--- src/rtl/nco_pkg.sv ---
// Shared types and constants for the quarter-wave NCO: quadrant enum,
// quarter-table generator and dither LFSR constants.
package nco_pkg;

  typedef enum logic [1:0] {Q0, Q1, Q2, Q3} quad_e;

  // Largest supported table index width; the table type is sized for it.
  localparam int QT_MAX_AW = 10;
  localparam int QT_N      = 2**(QT_MAX_AW-2) + 1;
  localparam int QT_IDX_W  = $clog2(QT_N);

  typedef logic [QT_N-1:0][15:0] qtab_t;

  localparam logic [15:0] LFSR_SEED = 16'hACE1;
  // Galois taps 16,14,13,11 for a right-shifting register
  localparam logic [15:0] LFSR_TAPS = 16'hB400;

  localparam real NCO_PI = 3.14159265358979323846;

  // Q[k] = round(amp*sin(2*pi*k/2^addr_w)), k = 0..2^(addr_w-2); all entries >= 0
  function automatic qtab_t gen_qtab(input int amp, input int addr_w);
    qtab_t t;
    t = '0;
    for (int k = 0; k <= 2**(addr_w-2); k++)
      t[QT_IDX_W'(k)] = 16'($rtoi(amp * $sin(2.0 * NCO_PI * k / (2.0 ** addr_w)) + 0.5));
    return t;
  endfunction

endpackage

--- src/rtl/nco_quarter_rom.sv ---
// Combinational quarter-wave magnitude lookup, folded address 0..2^(ADDR_W-2).
module nco_quarter_rom import nco_pkg::*; #(
  parameter int AMP    = 100,
  parameter int ADDR_W = 7,
  parameter int DW     = 9
) (
  input  logic [ADDR_W-2:0] addr,
  output logic [DW-2:0]     mag
);

  localparam qtab_t QTAB = gen_qtab(AMP, ADDR_W);

  logic [QT_IDX_W-1:0] idx;

  assign idx = QT_IDX_W'(addr);
  assign mag = (DW-1)'(QTAB[idx]);

endmodule

--- src/rtl/nco_quad_lut.sv ---
// Multi-channel NCO: per-channel phase accumulators feeding a shared-shape
// quarter-wave table. Define NCO_DITHER_EN to add LFSR phase dither.
module nco_quad_lut import nco_pkg::*; #(
  parameter  int CH     = 2,
  parameter  int ACC_W  = 16,
  parameter  int ADDR_W = 7,
  parameter  int DW     = 9,
  parameter  int AMP    = 100,
  localparam int CHW    = (CH > 1) ? $clog2(CH) : 1
) (
  input  logic               clk,
  input  logic               rst,
  input  logic               en,
  input  logic               sync_clr,
  input  logic               cfg_wr,
  input  logic [CHW-1:0]     cfg_ch,
  input  logic [ACC_W-1:0]   cfg_freq,
  input  logic [ADDR_W-1:0]  cfg_ofs,
  output logic [CH*DW-1:0]   sin_out,
  output logic [CH*DW-1:0]   cos_out,
  output logic               out_valid
);

  localparam int STAGES = 2;
  localparam int Q4     = 2**(ADDR_W-2);

  if (AMP > 2**(DW-1)-1) begin : g_amp_err
    $error("nco_quad_lut: AMP does not fit the signed DW-bit output");
  end
  if (ADDR_W < 3 || ADDR_W > QT_MAX_AW || DW > 17) begin : g_geom_err
    $error("nco_quad_lut: unsupported ADDR_W/DW");
  end

  logic [CH-1:0][ACC_W-1:0]  acc, freq, acc_ph;
  logic [CH-1:0][ADDR_W-1:0] ofs, ph;
  logic [CH-1:0][ADDR_W-2:0] s_addr, c_addr;
  logic [CH-1:0]             s_neg, c_neg;
  logic [CH-1:0][DW-2:0]     s_mag, c_mag;
  logic [CH-1:0][DW-1:0]     sin_q, cos_q;
  logic [STAGES:1]           vld_pipe;

  // Folds a full-wave index into {negate, quarter-table address}.
  function automatic logic [ADDR_W-1:0] fold(input logic [ADDR_W-1:0] p);
    quad_e             qd;
    logic [ADDR_W-2:0] r;
    qd = quad_e'(p[ADDR_W-1 -: 2]);
    r  = {1'b0, p[ADDR_W-3:0]};
    if (qd == Q1 || qd == Q3) r = (ADDR_W-1)'(Q4) - r;
    return {(qd == Q2 || qd == Q3), r};
  endfunction

`ifdef NCO_DITHER_EN
  logic [15:0] lfsr;

  always_ff @(posedge clk or posedge rst)
    if (rst)     lfsr <= LFSR_SEED;
    else if (en) lfsr <= {1'b0, lfsr[15:1]} ^ (lfsr[0] ? LFSR_TAPS : 16'h0);
`endif

  // Table index from the pre-update accumulator; dither touches only this copy.
  always_comb begin
    acc_ph = acc;
    ph     = '0;
`ifdef NCO_DITHER_EN
    for (int c = 0; c < CH; c++)
      acc_ph[c] = acc[c] + ACC_W'(lfsr[ACC_W-ADDR_W-1:0]);
`endif
    for (int c = 0; c < CH; c++)
      ph[c] = acc_ph[c][ACC_W-1 -: ADDR_W] + ofs[c];
  end

  always_ff @(posedge clk or posedge rst)
    if (rst) begin
      acc  <= '0;
      freq <= '0;
      ofs  <= '0;
    end else begin
      for (int c = 0; c < CH; c++) begin
        if (sync_clr)  acc[c] <= '0;
        else if (en)   acc[c] <= acc[c] + freq[c];
        if (cfg_wr && cfg_ch == CHW'(c)) begin
          freq[c] <= cfg_freq;
          ofs[c]  <= cfg_ofs;
        end
      end
    end

  always_ff @(posedge clk or posedge rst)
    if (rst) begin
      vld_pipe <= '0;
      s_addr   <= '0;
      s_neg    <= '0;
      c_addr   <= '0;
      c_neg    <= '0;
    end else begin
      vld_pipe <= {vld_pipe[STAGES-1:1], en};
      if (en)
        for (int c = 0; c < CH; c++) begin
          {s_neg[c], s_addr[c]} <= fold(ph[c]);
          {c_neg[c], c_addr[c]} <= fold(ph[c] + ADDR_W'(Q4));
        end
    end

  for (genvar c = 0; c < CH; c++) begin : g_ch
    nco_quarter_rom #(.AMP(AMP), .ADDR_W(ADDR_W), .DW(DW)) u_sin (
      .addr (s_addr[c]),
      .mag  (s_mag[c])
    );
    nco_quarter_rom #(.AMP(AMP), .ADDR_W(ADDR_W), .DW(DW)) u_cos (
      .addr (c_addr[c]),
      .mag  (c_mag[c])
    );
  end

  always_ff @(posedge clk or posedge rst)
    if (rst) begin
      sin_q <= '0;
      cos_q <= '0;
    end else if (vld_pipe[1]) begin
      for (int c = 0; c < CH; c++) begin
        sin_q[c] <= s_neg[c] ? DW'(0) - {1'b0, s_mag[c]} : {1'b0, s_mag[c]};
        cos_q[c] <= c_neg[c] ? DW'(0) - {1'b0, c_mag[c]} : {1'b0, c_mag[c]};
      end
    end

  assign sin_out   = sin_q;
  assign cos_out   = cos_q;
  assign out_valid = vld_pipe[STAGES];

endmodule

--- config.mk ---
export PLATFORM = sky130hd
export DESIGN_NAME = nco_quad_lut
export DESIGN_NICKNAME = d
export VERILOG_FILES = /design/src/rtl/nco_pkg.sv /design/src/rtl/nco_quarter_rom.sv /design/src/rtl/nco_quad_lut.sv
export SDC_FILE = /design/constraint.sdc
export NUM_CORES = 1
export LEC_CHECK = 0
export CAP_MARGIN = 20
export CELL_PAD_IN_SITES_DETAIL_PLACEMENT = 2
export CELL_PAD_IN_SITES_GLOBAL_PLACEMENT = 2
export CORE_ASPECT_RATIO = 0.7
export CORE_MARGIN = 2
export CORE_UTILIZATION = 30
export DETAILED_ROUTE_END_ITERATION = 12
export PLACE_DENSITY = 0.77
export SLEW_MARGIN = 20
export SYNTH_ARGS = -nofsm -noshare
export SYNTH_HDL_FRONTEND = slang
export SYNTH_SLANG_ARGS = --single-unit
--- constraint.sdc ---
create_clock -name clk -period 5.6 [get_ports clk]
set_input_delay 1.68 -clock clk [delete_from_list [all_inputs] [get_ports clk]]
set_output_delay 1.68 -clock clk [all_outputs]
set_load 0.005 [all_outputs]
# == Yosys cells after proc, flatten, opt, wreduce, memory -nomap -nowiden ==
# Memories as Yosys holds them, arrays and structs flattened.
# Cells that the tools add are included.
# totals
reg_bits,144
mem_bits_rw,0
output_inout_bits,37
memories,4
latchBits,0
in_bits,29
romBits,4096
wordCells,79
# mem_list
name,depth,word_bits,read_ports,rd_clocked_by_memory_dff,wr,line,text
(name not given),64,16,1,0,0,nco_quarter_rom.sv:16,assign mag = (DW-1)'(QTAB[idx]);
(name not given),64,16,1,0,0,nco_quarter_rom.sv:16,
(name not given),64,16,1,0,0,nco_quarter_rom.sv:16,
(name not given),64,16,1,0,0,nco_quarter_rom.sv:16,
# classes
n_div,0
n_reduce_logical,11
eq_ne,12
n_addsub,14
muxes,16
bitwise_logic,1
n_mul,0
shifts,0
magnitude_cmp,4
# ops
operator,n
16-bit 2-to-1 mux,4
6-bit by 10-bit less-than comparator with 1-bit output (second input constant),4
9-bit 2-to-1 mux,4
1-bit by 8-bit subtractor with 9-bit output (first input constant),4
16-bit adder,2
8-bit 2-to-1 mux,4
6-bit 2-to-1 mux,4
6-bit by 5-bit subtractor with 6-bit output (first input constant),4
2-bit == test (second input constant),8
7-bit by 6-bit adder with 7-bit output (second input constant),2
7-bit adder,2
2-bit by 1-bit == test with 1-bit output (second input constant),4
1-bit logical OR,8
1-bit logical AND,2
2-bit nonzero test,1
1-bit NOT,1

# == Longest topological paths before layout ==
# Gate-level depths: netlist (run 1).
# depth
ltp_word,5
ltp_mapped,11
mapped_depth_nobuf,11

# == Hierarchy ==
# From an unflattened synthesis (run 1), not the netlist that was laid out.
# hier_totals
cells_unflattened,1076
area_unflattened_um2,10126.0
# modules_own_cells
module,cells_each,area_per_inst_um2,seq_area_each_um2,n_inst
nco_quad_lut,804,8091.5,3553.4,1
nco_quarter_rom (g_ch[1].u_cos ...),71,511.7,0.0,2
nco_quarter_rom (g_ch[0].u_cos ...),65,505.5,0.0,2

# == Worst setup path before layout (run 1) ==
# Ideal clock, no wire load.
# synth_path
kind,input-to-reg
startpoint,input port en
endpoint,register acc[0] in the netlist's numbering
t_required_ns,5.468
t_arrival_ns,2.834
stages,5
n_path_buf,3
setup_slack_ns,2.634
setup_ns,0.132
path_cell_list,clkbuf_1 -> clkbuf_1 -> buf_1 -> mux2i_1 -> nor2_1
# synth_via
elab_chain_cells,1
# synth_rtl
element,line,text
"start, declared",nco_quad_lut.sv:13,"input logic en,"
2-bit nonzero test (no line),n/a,
"end signal, assigned by index",nco_quad_lut.sv:80,else if (en) acc[c] <= acc[c] + freq[c];
"end, declared",nco_quad_lut.sv:34,"logic [CH-1:0][ACC_W-1:0] acc, freq, acc_ph;"
# No other way between the ends.
# A chain may end at the register's enable or synchronous reset.

# == Final worst setup path (run 1) ==
# layout_path
startpoint,register s_addr[0] in the netlist's numbering
endpoint,register sin_q (netlist bit sin_out[5])
# layout_via
elab_chain_cells,4
# layout_rtl
element,line,text
"start, declared",nco_quad_lut.sv:36,"logic [CH-1:0][ADDR_W-2:0] s_addr, c_addr;"
"start signal, assigned by index",nco_quad_lut.sv:99,"{s_neg[c], s_addr[c]} <= fold(ph[c]);"
memory read 64 x 16 bit (*),n/a,
8-bit 2-to-1 mux (not written as such) (*),nco_quarter_rom.sv:16,
1-bit by 8-bit subtractor with 9-bit output,nco_quad_lut.sv:121,"sin_q[c] <= s_neg[c] ? DW'(0) - {1'b0, s_mag[c]} : {1'b0, s_mag[c]};"
9-bit 2-to-1 mux (*),nco_quad_lut.sv:121,
"end signal, assigned by index",nco_quad_lut.sv:121,
"end, declared",nco_quad_lut.sv:39,"logic [CH-1:0][DW-1:0] sin_q, cos_q;"
# Every way passes the cells marked *; elsewhere a longest branch is shown, timed or not. The select of a mux whose other input is x is not followed.

==> summary.md, run 1 <==
| Metric | Value |
|---|---|
| GRT overflow | `0` |
| CP peak stage delay | `roughly 0.88 ns` |
| Clk pwr share | `18.6%` |
| Num CTS Buffers | `17` |
| Critical path class | `register to register` |
| Seq/Total Area, Yosys | `34.4%` |
| Global-route wire length before repair | `55.5 mm` |
| GPL Wtd Cong | `a little over 0.8` |
| Starting Density | `approximately 31%` |
| Final Critical Period | `~3.4 ns` |
| Later-pin clock latency in the skew report | `~0.44 ns` |
| Worst Path Buf+Inv | `1` |
| Commonest non-fill, non-tap cells in the layout | `dfrtp_1 (142), nor2_1 (99), ha_1 (97)` |
| Non-Filler Instances | `1639` |
| Most common cell after layout, fill and taps aside | `dfrtp_1` |
| Post-DRT Antenna Nets | `0` |
| Yosys reg bits | `around 140` |
| Worst setup path startpoint | `s_addr[0]$_DFFE_PP0P_` |
| Switch Pwr | `about 3000 uW` |
| Hold Path Origin | `sin_out[1]$_DFFE_PP0P_` |
| Syn Area/Cell | `between 9 and 10 sq um` |
| Startpoint types | `register` |
| CP Capture Type | `register` |
| Flop pwr share | `27.7%` |
| I/O Buffers | `between 60 and 70` |
| CTS tree | `done` |
| Layout Area Growth over Synthesis | `16.6%` |
| DP Worst Slack | `about 2 ns` |
| Switching share of power | `45.6%` |
| Cells after Synth | `between 1000 and 1500` |
| Setup Fix Bufs, Post-CTS | `0` |
| Post-Route Utilization | `between 30% and 40%` |
| Via count | `about 8900` |
| Worst Tran Pin Value | `about 1.0 ns` |
| Slew headroom | `around 30%` |
| Setup_tns | `0 ns` |
| CP top delay family | `simple AND/OR/NAND/NOR gates` |
| Crit-path max FO | `13` |
| Max clock buf depth | `2` |
| Hold-fix buffer count after cts | `0` |
| Gr usage total | `19.3%` |
| Largest net degree at the start of global routing | `103` |
| CTS clk-pin slew, worst paths | `~0.07 ns` |
| Initial antenna violation count | `1` |
| Nets | `roughly 1300` |
| Vias/cell | `approximately 5.4` |
| Routed wire per std cell | `roughly 20 microns` |
| RSZ-0062 raised after global routing | `false` |
| DIE AREA | `~36000 sq um` |
| Pwr per Cell Area | `547 nW/um^2` |
| Clock skew | `0.0126 ns` |
| Critical Path AT | `3.69 ns` |
| Worst path cell trace | `inv_1 > ha_1 > nor2b_1 > nor3_1 > a211oi_1 > nor3_1 > nor3_1 > o311ai_0` |
| WL final | `33.6 mm` |
| Cell mode on critical path | `nor3_1` |
| CORE AREA | `~34000 sq um` |
| Initial DRT Pass Iterations | `6` |
| Max IR drop VDD | `~240 uV` |
| DRC errors left | `0` |
| Max Slew Vio Count | `0` |
| Syn. warnings | `0` |
| Total power | `about 6600 uW` |
| FMAX | `slightly below 300 MHz` |
| Final hold vios | `0` |
| Final count of negative-setup-slack endpoints | `0` |
| Post-CTS Resized | `0` |
| Root Driver | `clkbuf_16` |
| CP required | `5.92 ns` |
| Fraction of layout cells with a size suffix above 1 | `10.3%` |
| DPL Wire Length | `approximately 24 mm` |
| LEAKAGE | `between 0.005 and 0.006 uW` |
| Row cnt | `56` |
| CP max-delay cell | `nor3_1` |
| Vias in the first global route | `9836` |
| Count of cell types in the netlist | `74` |
| Combinational Power Share | `roughly 54%` |
| Worst r2r src | `s_addr[0]$_DFFE_PP0P_` |
| Outcome | `finished, final reports clean` |
| DIE WIDTH | `approximately 230 microns` |
| Max cap viols | `0` |
| Die boundary height | `roughly 160 microns` |
| Dpl cells | `between 1500 and 2000` |
| Period utilisation layout | `60.3%` |
| Worst Hold Class | `register to register` |
| Mapped cell area | `between 10000 and 15000 sq um` |
| Sink Count | `between 100 and 150` |
| IO Pins | `66` |
| DRT iter0 DRCs | `about 500` |
| Top FF cell, synth | `dfrtp_1` |
| Cell-internal power | `roughly 3600 uW` |
| Syn Nets | `around 1300` |
| H-tree Lvls | `4` |
| EDFF count, synth | `0` |
| Ys async rst share | `100%` |
| Setup ws final | `2.22 ns` |
## layer usage
| layer | share of wire, % | track usage [%] | vias up |
|---|---|---|---|
| met5 | 0 | 0 | - |
| li1 | - | - | 4181 |
| met3 | 1.6 | 2.49 | 25 |
| met2 | 47 | 31.0 | 79 |
| met4 | 1.2 | 4.70 | 0 |
| met1 | 50 | 27.3 | 4646 |
## path summary, 6_finish.rpt
check / slack (ns) / endpoint / cells after the start
min: 0.50 / sin_out[1]$_DFFE_PP0P_ / 1
min reg2reg: 0.50 / sin_out[1]$_DFFE_PP0P_ / 1
max in group asynchronous: 2.93 / sin_out[17]$_DFFE_PP0P_ / 4
min in group asynchronous: 1.61 / acc[0]$_DFFE_PP0P_ / 2
max: 2.22 / sin_out[5]$_DFFE_PP0P_ / 8
max reg2reg: 2.22 / sin_out[5]$_DFFE_PP0P_ / 8
## cells by family (layout without fill, tap and decap cells)
logic type	count (synthesis)	count (layout)	synth area share (%)
XOR/XNOR	31	31	2.70
AO/OA/AOI/OAI	296	296	19.6
flip-flops	142	142	34.4
AND/OR/NAND/NOR	351	351	16.8
multiplexers	80	80	9.07
buffers and inverters	119	169	4.48
adder cells (fa/ha/maj)	105	105	12.9
other	0	1	0
## cell usage after synthesis (all sizes together) (5+ instances only)
master | n | share of area (%)
xor2 | 13 | 1.2
nor2b | 15 | 0.91
nor4 | 6 | 0.36
nand3 | 27 | 1.3
a31oi | 28 | 1.7
mux2i | 20 | 1.9
a22oi | 7 | 0.51
or2 | 9 | 0.55
o22ai | 8 | 0.48
a41oi | 5 | 0.42
mux2 | 55 | 6.0
and2 | 8 | 0.48
o31ai | 9 | 0.65
or4 | 13 | 0.95
o21a | 11 | 0.80
buf | 14 | 0.67
ha | 97 | 12
nor2 | 99 | 3.6
dfrtp | 142 | 34
nand2b | 9 | 0.55
a21o | 20 | 1.5
or3 | 11 | 0.67
a21oi | 58 | 2.8
clkbuf | 43 | 1.6
o311ai | 7 | 0.59
o21ai | 45 | 2.2
nand2 | 90 | 3.3
a211o | 7 | 0.59
xnor2 | 18 | 1.5
mux4 | 5 | 1.1
nand3b | 13 | 0.95
o211ai | 28 | 2.0
nor3b | 5 | 0.36
inv | 59 | 2.1
and3 | 11 | 0.67
a211oi | 18 | 1.3
nor3 | 21 | 1.0
## area by class of cell
cell class / instances / area [sq um]
clock inverters: 15 / 185
clock buffers: 17 / 425
flip-flops and latches: 142 / 3550
fillers: 3708 / 21700
repair buffers: 75 / 741
inverters: 62 / 238
well taps: 464 / 581
diodes: 1 / 2.50
multi-input cells: 863 / 6310
## flip-flops by register name (all words and copies together) (netlist names)
name,flops
s_addr,12
ofs,14
s_neg,2
c_neg,2
c_addr,10
acc,32
freq,32
sin_out,18
vld_pipe,2
cos_out,18
## through the flow
step	cell area, sq um	hold slack [ns]
floorplan	10300	0.409
global placement	11400	0.468
detailed placement	11400	0.482
CTS	12000	0.501
global route	12000	0.516
finish	12000	0.495
## power by group through the flow
stage	clock [uW]	sequential [uW]	combinational (uW)
global route	1290	1890	3940
detailed placement	0	1840	3510
floorplan	0	1550	2590
CTS	1250	1830	3570
finish	1220	1820	3540
global placement	0	1820	3310
Note: power is estimated with default switching activity, not from simulation.
==> run 2: changes to the inputs <==
==> constraint.sdc (replaced) <==
create_clock -name clk -period 2.8 [get_ports clk]
set_input_delay 0.84 -clock clk [delete_from_list [all_inputs] [get_ports clk]]
set_output_delay 0.84 -clock clk [all_outputs]
set_load 0.005 [all_outputs]
==> summary.md, run 2 (synthesized netlist as in run 1, its figures left out) <==
| Metric | Value |
|---|---|
| CP required | `around 3.1 ns` |
| Via count | `9085` |
| Row cnt | `56` |
| I/O Buffers | `65` |
| Pwr per Cell Area | `~1100 nW/um^2` |
| CTS tree | `done` |
| FMAX | `between 300 and 400 MHz` |
| DIE AREA | `35900 sq um` |
| IO Pins | `66` |
| Crit-path max FO | `12` |
| Largest net degree at the start of global routing | `61` |
| Post-Route Utilization | `around 37%` |
| Initial DRT Pass Iterations | `4` |
| Commonest non-fill, non-tap cells in the layout | `dfrtp_1 (142), nor2_1 (99), ha_1 (96)` |
| Max IR drop VDD | `412 uV` |
| Initial antenna violation count | `1` |
| Gr usage total | `~20%` |
| Starting Density | `a little under a third` |
| WL final | `~35 mm` |
| Outcome | `finished, final reports clean` |
| Nets | `1331` |
| Most common cell after layout, fill and taps aside | `dfrtp_1` |
| Max cap viols | `0` |
| Num CTS Buffers | `17` |
| Die boundary height | `159 microns` |
| Final hold vios | `0` |
| Clock skew | `~0.010 ns` |
| Fraction of layout cells with a size suffix above 1 | `~14%` |
| Final count of negative-setup-slack endpoints | `0` |
| DRT iter0 DRCs | `roughly 430` |
| Regs by FF count | `acc: 32 flops, freq: 32 flops` |
| Global-route wire length before repair | `approximately 57 mm` |
| Routed wire per std cell | `between 20 and 25 microns` |
| Sink Count | `142` |
| Post-DRT Antenna Nets | `0` |
| RSZ-0062 raised after global routing | `true` |
| Setup Fix Bufs, Post-CTS | `0` |
| Final Critical Period | `2.75 ns` |
| Vias in the first global route | `10100` |
| Startpoint types | `register` |
| DIE WIDTH | `between 200 and 250 microns` |
| GPL Wtd Cong | `between 0.8 and 0.9` |
| CORE AREA | `between 30000 and 40000 sq um` |
| Vias/cell | `5.41` |
| Total power | `13700 uW` |
| Worst Hold Class | `register to register` |
| Layout Area Growth over Synthesis | `20.1%` |
| Period utilisation layout | `approximately 98%` |
| Max clock buf depth | `2` |
| GRT overflow | `0` |
| Later-pin clock latency in the skew report | `between 0.4 and 0.5 ns` |
| Critical Path AT | `just over 3 ns` |
| Worst Tran Pin Value | `roughly 0.85 ns` |
| Root Driver | `clkbuf_16` |
| DPL Wire Length | `roughly 25 mm` |
| Critical path class | `register to register` |
| H-tree Lvls | `4` |
| Max Slew Vio Count | `0` |
| CTS clk-pin slew, worst paths | `about 0.070 ns` |
| Fillers | `3684` |
| LEAKAGE | `approximately 0.0054 uW` |
| Slew headroom | `between 40% and 50%` |
| DRC errors left | `0` |
| CP Capture Type | `register` |
[run 2: repair_timing]
action                                  CTS  global route
hold buffers                              0             0
cloned                                    0             0
gates resized for setup                   3             7
endpoints found under the setup margin    2            12
[run 2: final cells by class]
| cell class | count | area (sq um) | share of cell area (%) |
|---|---|---|---|
| antenna | 2 | 5.00 | 0.0404 |
| clock buffer | 17 | 425 | 3.43 |
| clock inverter | 15 | 186 | 1.50 |
| inverter | 62 | 236 | 1.91 |
| multi-input combinational | 863 | 6330 | 51.0 |
| sequential | 142 | 3550 | 28.7 |
| tap | 464 | 581 | 4.68 |
| timing repair buffer | 115 | 1080 | 8.74 |
[run 2: routing by layer]
metal | up-vias | wire (microns) | GRT usage (%)
met1 | 4705 | 17600 | 28.8
met3 | 24 | 695 | 2.31
li1 | 4269 | - | -
met5 | - | 0 | 0
met2 | 87 | 16200 | 32.0
met4 | 0 | 412 | 5.45
[run 2: worst paths after layout]
path | depth (start not counted) | startpoint | slack (ns) | to
max | 8 | s_addr[0]$_DFFE_PP0P_ | 0.05 | cos_out[6]$_DFFE_PP0P_
min | 1 | sin_out[10]$_DFFE_PP0P_ | 0.49 | sin_out[10]$_DFFE_PP0P_
max reg2reg | 8 | s_addr[0]$_DFFE_PP0P_ | 0.05 | cos_out[6]$_DFFE_PP0P_
min reg2reg | 1 | sin_out[10]$_DFFE_PP0P_ | 0.49 | sin_out[10]$_DFFE_PP0P_
max in group asynchronous | 3 | rst | 1.63 | s_addr[0]$_DFFE_PP0P_
min in group asynchronous | 3 | rst | 0.90 | cos_out[15]$_DFFE_PP0P_
[run 2: where the power goes]
| part | internal, uW | switching [uW] | total [uW] |
|---|---|---|---|
| registers | 2670 | 684 | 3350 |
| clock network | 1410 | 1050 | 2470 |
| logic | 3450 | 4460 | 7910 |
| total | 7540 | 6190 | 13700 |
[run 2: critical path, stage by stage (launching register included)]
cell and delay, ns:
dfrtp_1 0.39, buf_4 0.19, ha_1 0.29, mux4_2 0.50, o211ai_1 0.31, ha_2 0.30, nand3_1 0.08, or4_1 0.44
o311ai_1 0.13
[run 2: metrics by stage]
step                      TNS (ns)  cells  hold WS (ns)  instance area, sq um  setup WS, ns
after global placement           0   1646         0.462                 11800         0.187
after detailed placement         0   1646         0.482                 11800        0.0113
after floorplan                  0   1124         0.409                 10300        0.0401
after CTS                        0   1678         0.499                 12400        0.0198
after global routing        -0.227   1679         0.521                 12400        -0.106
final                            0   1680         0.493                 12400        0.0521
==> run 3: changes to the inputs <==
--- a/config.mk
+++ b/config.mk
@@ -9,10 +9,9 @@
 export CELL_PAD_IN_SITES_DETAIL_PLACEMENT = 2
 export CELL_PAD_IN_SITES_GLOBAL_PLACEMENT = 2
 export CORE_ASPECT_RATIO = 0.7
-export CORE_MARGIN = 2
 export CORE_UTILIZATION = 30
 export DETAILED_ROUTE_END_ITERATION = 12
-export PLACE_DENSITY = 0.77
+export PLACE_DENSITY_LB_ADDON = 0.05
 export SLEW_MARGIN = 20
 export SYNTH_ARGS = -nofsm -noshare
 export SYNTH_HDL_FRONTEND = slang
==> summary.md, run 3 (synthesized netlist as in run 1, its figures left out) <==
| Metric | Value |
|---|---|
| Sink Count | `approximately 140` |
| H-tree Lvls | `4` |
| CP required | `3.10 ns` |
| RSZ-0062 raised after global routing | `false` |
| Worst R2R Setup Slack | `roughly 0.16 ns` |
| Period utilisation layout | `between 90% and 100%` |
| GPL Wtd Cong | `between 0.7 and 0.8` |
| Root Driver | `clkbuf_16` |
| Later-pin clock latency in the skew report | `about 0.46 ns` |
| Final Critical Period | `approximately 2.6 ns` |
| Initial DRT Pass Iterations | `4` |
| Row cnt | `between 50 and 60` |
| Setup ws final | `roughly 0.16 ns` |
| Layout Area Growth over Synthesis | `22.2%` |
| GRT overflow | `0` |
| R2R Path End | `c_neg[1]$_DFFE_PP0P_` |
| Reg2Reg Depth | `10` |
| Clk pwr share | `a little under a fifth` |
| Via count | `roughly 9000` |
| Combinational Power Share | `57.1%` |
| Hold path depth | `1` |
| Starting Density | `~31%` |
| DP Worst Slack | `0.0200 ns` |
| Final count of negative-setup-slack endpoints | `0` |
| Placed instance area | `11900 sq um` |
| IO Pins | `66` |
| Max Slew Vio Count | `0` |
| Post-DRT Antenna Nets | `0` |
| CORE AREA | `~34000 sq um` |
| Met2 usage | `between 30% and 40%` |
| I/O Buffers | `65` |
| Critical Path AT | `between 2 and 3 ns` |
| Outcome | `finished, final reports clean` |
| Worst Hold Class | `register to register` |
| Gr usage total | `approximately a fifth` |
| LEAKAGE | `0.00553 uW` |
| Critical path class | `register to register` |
| Max cap viols | `0` |
| DRT iter0 DRCs | `roughly 370` |
| Setup_tns | `0 ns` |
| Fraction of layout cells with a size suffix above 1 | `approximately 15%` |
| FMAX | `roughly 380 MHz` |
| Number of diodes | `0` |
| Max IR drop VDD | `between 400 and 500 uV` |
| DRC errors left | `0` |
| Crit-path max FO | `3` |
| DPL Wire Length | `~26 mm` |
| Hold Path Origin | `sin_out[1]$_DFFE_PP0P_` |
| Clock skew | `around 0.015 ns` |
| Initial antenna violation count | `0` |
| Num CTS Buffers | `17` |
| Final hold vios | `0` |
| Pwr per Cell Area | `1110 nW/um^2` |
| Vias in the first global route | `a little under 10000` |
| Nets | `1351` |
| Cell-internal power | `a little under 8000 uW` |
| Switch Pwr | `approximately 6100 uW` |
| Most common cell after layout, fill and taps aside | `dfrtp_1` |
| Hold slack | `between 0.4 and 0.5 ns` |
| CP Capture Type | `register` |
| Regs by FF count | `acc: 32 flops, freq: 32 flops` |
| Commonest non-fill, non-tap cells in the layout | `dfrtp_1 (139), nor2_1 (99), ha_1 (94)` |
| WL final | `between 30 and 40 mm` |
| Global-route wire length before repair | `between 50 and 60 mm` |
| Max clock buf depth | `2` |
| Met3 global-route usage | `3.12%` |
| Largest net degree at the start of global routing | `67` |
| Hold-fix buffer count after cts | `0` |
| Flop pwr share | `24.1%` |
| Die boundary height | `between 150 and 200 microns` |
| Worst r2r src | `acc[25]$_DFFE_PP0P_` |
| DIE AREA | `around 35000 sq um` |
| DIE WIDTH | `around 220 microns` |
| Worst Tran Pin Value | `approximately 0.83 ns` |
| Global route hottest layer | `met1` |
| Slew headroom | `44.4%` |
| CTS clk-pin slew, worst paths | `0.06 ns` |
| Total power | `14000 uW` |
| Vias/cell | `about 5.3` |
| Met1 usage | `between 30% and 40%` |
| Hold Path Sink | `sin_out[1]$_DFFE_PP0P_` |
| Switching share of power | `between 40% and 50%` |
| Startpoint types | `register` |
| CTS tree | `done` |
| Fin area | `between 10000 and 15000 sq um` |
| Routed wire per std cell | `a little over 20 microns` |
run 3: changes by cell type in the layout (fill, tap and decap cells not counted), sizes merged:
cell      delta
buf         +20
bufinv       +2
diode        -2
clkinvlp     -3
clkbuf       +5
inv          -4
run 3: repair_timing:
| action | in CTS | in global routing |
|---|---|---|
| setup endpoints to repair | 1 | 18 |
| buffers inserted | 0 | 2 |
| pin swaps | 0 | 1 |
| resized for setup | 1 | 17 |
run 3: power groups by stage:
stage / Combinational, uW / Clock, uW / Sequential (uW)
after floorplan: 5180 / 0 / 3100
after global placement: 7710 / 0 / 3390
after detailed placement: 7870 / 0 / 3400
after CTS: 7970 / 2690 / 3380
after global routing: 8910 / 2760 / 3480
final: 7970 / 2620 / 3370
run 3: critical path, cell delays in order (launching register included):
cell	delay, ns
dfrtp_1	0.40
ha_1	0.24
fa_1	0.44
a21o_1	0.19
a21oi_1	0.22
o21bai_1	0.10
a21oi_1	0.23
xnor2_2	0.17
ha_1	0.26
nand2_1	0.11
o21ai_0	0.13
run 3: worst max-delay path by stage:
stage	end	startpoint	slack, ns
2_1_floorplan	cos_out[6]$_DFFE_PP0P_	s_addr[0]$_DFFE_PP0P_	0.04
6_report	c_neg[1]$_DFFE_PP0P_	acc[25]$_DFFE_PP0P_	0.16
3_3_place_gp	acc[15]$_DFFE_PP0P_	acc[6]$_DFFE_PP0P_	0.11
3_5_place_dp	cos_out[4]$_DFFE_PP0P_	s_addr[0]$_DFFE_PP0P_	0.02
5_1_grt	sin_out[7]$_DFFE_PP0P_	s_addr[2]$_DFFE_PP0P_	0.01
4_1_cts	cos_out[4]$_DFFE_PP0P_	s_addr[0]$_DFFE_PP0P_	0.02
run 3: cell type report:
| cell class | count | area [sq um] |
|---|---|---|
| Fill cell | 3671 | 21100 |
| Multi-Input combinational cell | 863 | 6340 |
| Sequential cell | 142 | 3560 |
| Timing Repair Buffer | 135 | 1250 |
| Tap cell | 464 | 581 |
| Clock buffer | 22 | 464 |
| Inverter | 62 | 239 |
| Clock inverter | 10 | 185 |
run 3: metrics by stage:
stage	util, %	instances
floorplan	-	1124
global placement	35.3	1664
detailed placement	35.3	1664
CTS	37.3	1696
global route	37.4	1698
finish	37.4	1698
run 3: routing by layer:
| layer | routed length [microns] | share of wire, % |
|---|---|---|
| met5 | 0 | 0 |
| met4 | 314 | 0.92 |
| met3 | 528 | 1.5 |
| met2 | 14300 | 42 |
| met1 | 19100 | 56 |
